[src/rtl/pwm_demod.sv]
// PWM demodulator: recovers the duty cycle of an asynchronous PWM line whose
// frame is 2^PW clocks long. Each completed frame yields an 8-bit sample.
// The receiver hunts for a rising edge to fix the frame phase. It then tracks
// frames, counting phase errors and reporting lock after a run of clean frames.
module pwm_demod #(
  parameter int PW          = 8,
  parameter int LOCK_FRAMES = 4
) (
  input  logic       clk,
  input  logic       rst,
  input  logic       en,
  input  logic       ain,
  output logic [7:0] sample,
  output logic       sample_valid,
  output logic       locked,
  output logic [7:0] phase_err_cnt
);

  localparam logic [PW-1:0] LAST_POS = {PW{1'b1}};
  localparam logic [3:0]    LOCK_N   = 4'(LOCK_FRAMES);
  localparam logic [PW:0]   SAT_MAX  = (PW+1)'(255);

  typedef enum logic {HUNT, TRACK} state_t;

  state_t        state_q, state_d;
  logic          meta_q, meta_d;
  logic          s_q, s_d;
  logic          sd_q, sd_d;
  logic [PW-1:0] frame_cnt_q, frame_cnt_d;
  logic [PW:0]   high_cnt_q, high_cnt_d;
  logic [3:0]    clean_cnt_q, clean_cnt_d;
  logic          locked_q, locked_d;
  logic [7:0]    sample_q, sample_d;
  logic          sample_valid_q, sample_valid_d;
  logic [7:0]    perr_q, perr_d;

  logic          rise;
  logic [PW:0]   frame_total;
  logic [PW:0]   frame_scaled;

  // Scale the frame's high count down to 8 bits, clamping the all-high frame.
  function automatic logic [7:0] sat8(input logic [PW:0] v);
    if (v > SAT_MAX) return 8'hFF;
    return v[7:0];
  endfunction

  // Next-state logic: synchronizer shift, HUNT/TRACK frame tracking, lock and
  // phase-error bookkeeping.
  always_comb begin
    meta_d         = ain;
    s_d            = meta_q;
    sd_d           = s_q;
    state_d        = state_q;
    frame_cnt_d    = frame_cnt_q;
    high_cnt_d     = high_cnt_q;
    clean_cnt_d    = clean_cnt_q;
    locked_d       = locked_q;
    sample_d       = sample_q;
    sample_valid_d = 1'b0;
    perr_d         = perr_q;

    rise         = s_q & ~sd_q;
    frame_total  = high_cnt_q + (PW+1)'(s_q);
    frame_scaled = frame_total >> (PW - 8);

    if (!en) begin
      state_d     = HUNT;
      frame_cnt_d = '0;
      high_cnt_d  = '0;
      clean_cnt_d = '0;
      locked_d    = 1'b0;
    end else begin
      case (state_q)
        HUNT: begin
          frame_cnt_d = '0;
          high_cnt_d  = '0;
          if (rise) begin
            state_d     = TRACK;
            frame_cnt_d = PW'(1);
            high_cnt_d  = (PW+1)'(1);
          end
        end
        TRACK: begin
          if (rise && (frame_cnt_q != '0)) begin
            // Edge out of phase: drop the partial frame and restart on it.
            frame_cnt_d = PW'(1);
            high_cnt_d  = (PW+1)'(1);
            clean_cnt_d = '0;
            locked_d    = 1'b0;
            if (perr_q != 8'hFF) perr_d = perr_q + 8'd1;
          end else if (frame_cnt_q == LAST_POS) begin
            sample_d       = sat8(frame_scaled);
            sample_valid_d = 1'b1;
            frame_cnt_d    = '0;
            high_cnt_d     = '0;
            if (clean_cnt_q < LOCK_N) clean_cnt_d = clean_cnt_q + 4'd1;
            if (clean_cnt_d == LOCK_N) locked_d = 1'b1;
          end else begin
            frame_cnt_d = frame_cnt_q + PW'(1);
            high_cnt_d  = frame_total;
          end
        end
        default: state_d = HUNT;
      endcase
    end
  end

  // State register; reset clears everything including the synchronizer.
  always_ff @(posedge clk) begin
    if (rst) begin
      meta_q         <= 1'b0;
      s_q            <= 1'b0;
      sd_q           <= 1'b0;
      state_q        <= HUNT;
      frame_cnt_q    <= '0;
      high_cnt_q     <= '0;
      clean_cnt_q    <= '0;
      locked_q       <= 1'b0;
      sample_q       <= '0;
      sample_valid_q <= 1'b0;
      perr_q         <= '0;
    end else begin
      meta_q         <= meta_d;
      s_q            <= s_d;
      sd_q           <= sd_d;
      state_q        <= state_d;
      frame_cnt_q    <= frame_cnt_d;
      high_cnt_q     <= high_cnt_d;
      clean_cnt_q    <= clean_cnt_d;
      locked_q       <= locked_d;
      sample_q       <= sample_d;
      sample_valid_q <= sample_valid_d;
      perr_q         <= perr_d;
    end
  end

  assign sample        = sample_q;
  assign sample_valid  = sample_valid_q;
  assign locked        = locked_q;
  assign phase_err_cnt = perr_q;

endmodule

[config.mk]
export PLATFORM = sky130hd
export DESIGN_NAME = pwm_demod
export DESIGN_NICKNAME = d
export VERILOG_FILES = /design/src/rtl/pwm_demod.sv
export SDC_FILE = /design/constraint.sdc
export NUM_CORES = 1
export LEC_CHECK = 0
export ABC_AREA = 1
export BUFFER_PORTS_ARGS = -buffer_cell sky130_fd_sc_hd__buf_4
export CAP_MARGIN = 5
export CORE_ASPECT_RATIO = 0.75
export CORE_MARGIN = 2
export CORE_UTILIZATION = 62
export DETAILED_ROUTE_END_ITERATION = 10
export GPL_TIMING_DRIVEN = 0
export PLACE_DENSITY = 0.84
export SYNTH_ARGS = -nofsm -noshare
export SYNTH_HDL_FRONTEND = slang
export SYNTH_SLANG_ARGS = --single-unit
[constraint.sdc]
create_clock -name clk -period 2.65 [get_ports clk]
set_clock_uncertainty 0.15 [all_clocks]
set_input_delay 0.265 -clock clk [delete_from_list [all_inputs] [get_ports clk]]
set_output_delay 0.265 -clock clk [all_outputs]
set_load 0.05 [all_outputs]
==> summary.txt <==
RSZ-0062 raised after global routing - false
accumulated negative setup slack - 0 ps
Ys Warns - 0
most frequent CP cell - nand3_2
Max Cap Viol - 0
FF+latch count, synth - 43
CTS Buf Count - 5
hold wc startpoint - ain
sequential element share of the synthesized area - 42.2%
Synth top area share - 42.2%
antenna violation net count after detailed routing - 0
Initial Utilization - 67.0%
Area Overhead vs Synth - 14.9%
Synth Net Count - 301
worst r2r dst - high_cnt_q[1]
FILL cells - 238
RR Startpoint - frame_cnt_q[0]
Tmin final - 1970 ps
GRT Residual Overflow - 0
Sink Count - 43
Worst Hold Path EP - meta_q
Hold Vio Cnt, Final - 0
Max Buffers Root-to-Sink - 2
commonest non-fill, non-tap cells in the layout - 86 x nand2_1, 56 x nor2_1, 43 x dfxtp_1
Port Buf Inserts - 21
Die W - 70.2 um
wire per inst - 10.8 um
post-DP HPWL - 2.79 mm
slew margin rel. - 70.7%
initial antenna violation count - 0
core box area - 3040 um2
Critical Path AT - 2000 ps
most common cell after layout, fill and taps aside - nand2_1
Yosys top cell by area - dfxtp_1
detailed-route via count - 1736
syn avg cell area - 7.00 um2
Synth Instances - 291
footprint of the multi-input gates - 1000 um2
Final GP Congestion - 0.766
Startpoint Class - register
Critical Path RT - 2690 ps
total power - 0.00110 W
fraction of layout cells with a size suffix above 1 - 12.2%
Worst VDD drop - 0.344 mV
highest clock rate - 509 MHz
status - finished, final reports clean
Main synth FF type - dfxtp_1
CTS Root Cell - clkbuf_8
Storage cell area - 861 um2
Die Y - 53.7 um
Leak Pwr - 1.11 nW
CP peak stage delay - 410 ps
clk slew on worst S/H paths - 70 ps
Worst-Skew Late Latency - 300 ps
CTS tree - yes
number of DRC violations after detailed routing - 0
pin count of the biggest net entering global routing - 13
P per Cell Area - 468 nW/um2
critical path class - reg -> reg
final net count - 330
post-layout worst setup margin - 684 ps
antenna cells - 0
hold crit path type - in -> reg
crit path cell chain - ha_1, nand3_2, nor3_4, inv_1, nand3_2, buf_6, nor2_1
drt pass-1 iters - 4
CP Max Fanout - 10
Area contributors post-synth - dfxtp_1 42%, nand2_1 16%, nor2_1 10%, inv_1 6.8%, xor2_1 5.2%
IO Count - 22
cts repair resizes - 0
final worst path period share - 74.2%
hold path depth - 3
Iter 0 DRT Violations - 110
Register-to-Register Path Depth - 7
Worst-Margin Slew - 439 ps
Cell variety after synth - 22
Routed WL - 3.87 mm
Slew Limit Fails - 0
FP Rows - 17
reg2reg setup slack - 680 ps
first-pass GRT wire length - 6.60 mm
Place WS - 785 ps
via density per instance - 4.85
Synth async-reset ratio - 0%
Final Setup Violations - 0
gr usage total - 23.1%
H-tree levels - 2
CP max stage cell - dfxtp_1
critical path endpoint category - register
DIE AREA - 3770 um2
Post-synth EDFFs - 0
Min Hold Slack - 20.4 ps
vias in the first global route - 1538
Syn Std Cell Area - 2040 um2
==> Yosys cell counts (2+ instances only) <==
cell / count
a21oi_1: 13
nand4_1: 5
inv_1: 37
nand3_2: 2
buf_6: 2
nand2_1: 86
xor2_1: 12
nand3_1: 12
nand2_2: 2
inv_2: 2
xnor2_1: 3
nor2_1: 56
o21ai_0: 3
ha_1: 6
dfxtp_1: 43
==> sequential cells by signal, summed over array words and instances (netlist names), 4 cells and up <==
register,count
sample,8
frame_cnt_q,8
clean_cnt_q,4
phase_err_cnt,8
high_cnt_q,9
==> metal layers <==
layer	share of wire [%]	global-route usage (%)
met3	3.3	5.62
met2	41	37.3
met1	53	30.2
met4	1.9	10.6
met5	0	0
==> worst max-delay path, delay by kind of cell, from the launching register on <==
kind	cells	cell delay, ps
adders and majority gates	1	280
buffers and inverters	2	300
DFF	1	410
and+or+nand+nor	4	720
==> power breakdown <==
group	internal [W]	switching, W	total [W]
sequential	0.000648	0.00000188	0.000650
combinational	0.00000828	0.0000150	0.0000233
clock	0.000204	0.000218	0.000422
total	0.000861	0.000235	0.00110
==> how the worst max path moves through the flow <==
| stage | slack [ps] | to | startpoint | cells after the start |
|---|---|---|---|---|
| 6_report | 680 | high_cnt_q[1] | frame_cnt_q[0] | 7 |
| 5_1_grt | 570 | clean_cnt_q[1] | frame_cnt_q[0] | 7 |
| 4_1_cts | 720 | high_cnt_q[1] | frame_cnt_q[0] | 7 |
| 3_5_place_dp | 780 | high_cnt_q[1] | frame_cnt_q[0] | 7 |
| 3_3_place_gp | 830 | high_cnt_q[4] | frame_cnt_q[0] | 7 |
| 2_1_floorplan | 780 | phase_err_cnt[5] | phase_err_cnt[0] | 7 |
==> area by class of cell <==
type	instances	share of cell area, %
multi-input cells	205	42.8
clock inverters	1	0.214
plain buffers	3	1.12
clock buffers	6	3.53
flip-flops and latches	43	36.8
well taps	38	2.03
repair buffers	22	7.16
inverters	40	6.41
==> cells by family after synthesis <==
group	Yosys count	share of synthesized area, %
flip-flops	43	42.2
XOR/XNOR	15	6.45
AO/OA/AOI/OAI	17	4.30
adder cells (fa/ha/maj)	6	3.68
AND/OR/NAND/NOR	167	34.7
buffers and inverters	43	8.66
==> stage by stage <==
step                util (%)  std cells  cell area, um2
floorplan                  -        291            2040
global placement        73.8        350            2240
detailed placement      73.8        350            2240
CTS                     77.0        358            2340
global route            77.0        358            2340
finish                  77.0        358            2340
==> timing repair <==
item	4_1_cts	5_1_grt
hold endpoints to repair	1	0
buffers inserted	0	0
hold buffers	1	0
Note: power is estimated with default switching activity, not from simulation.
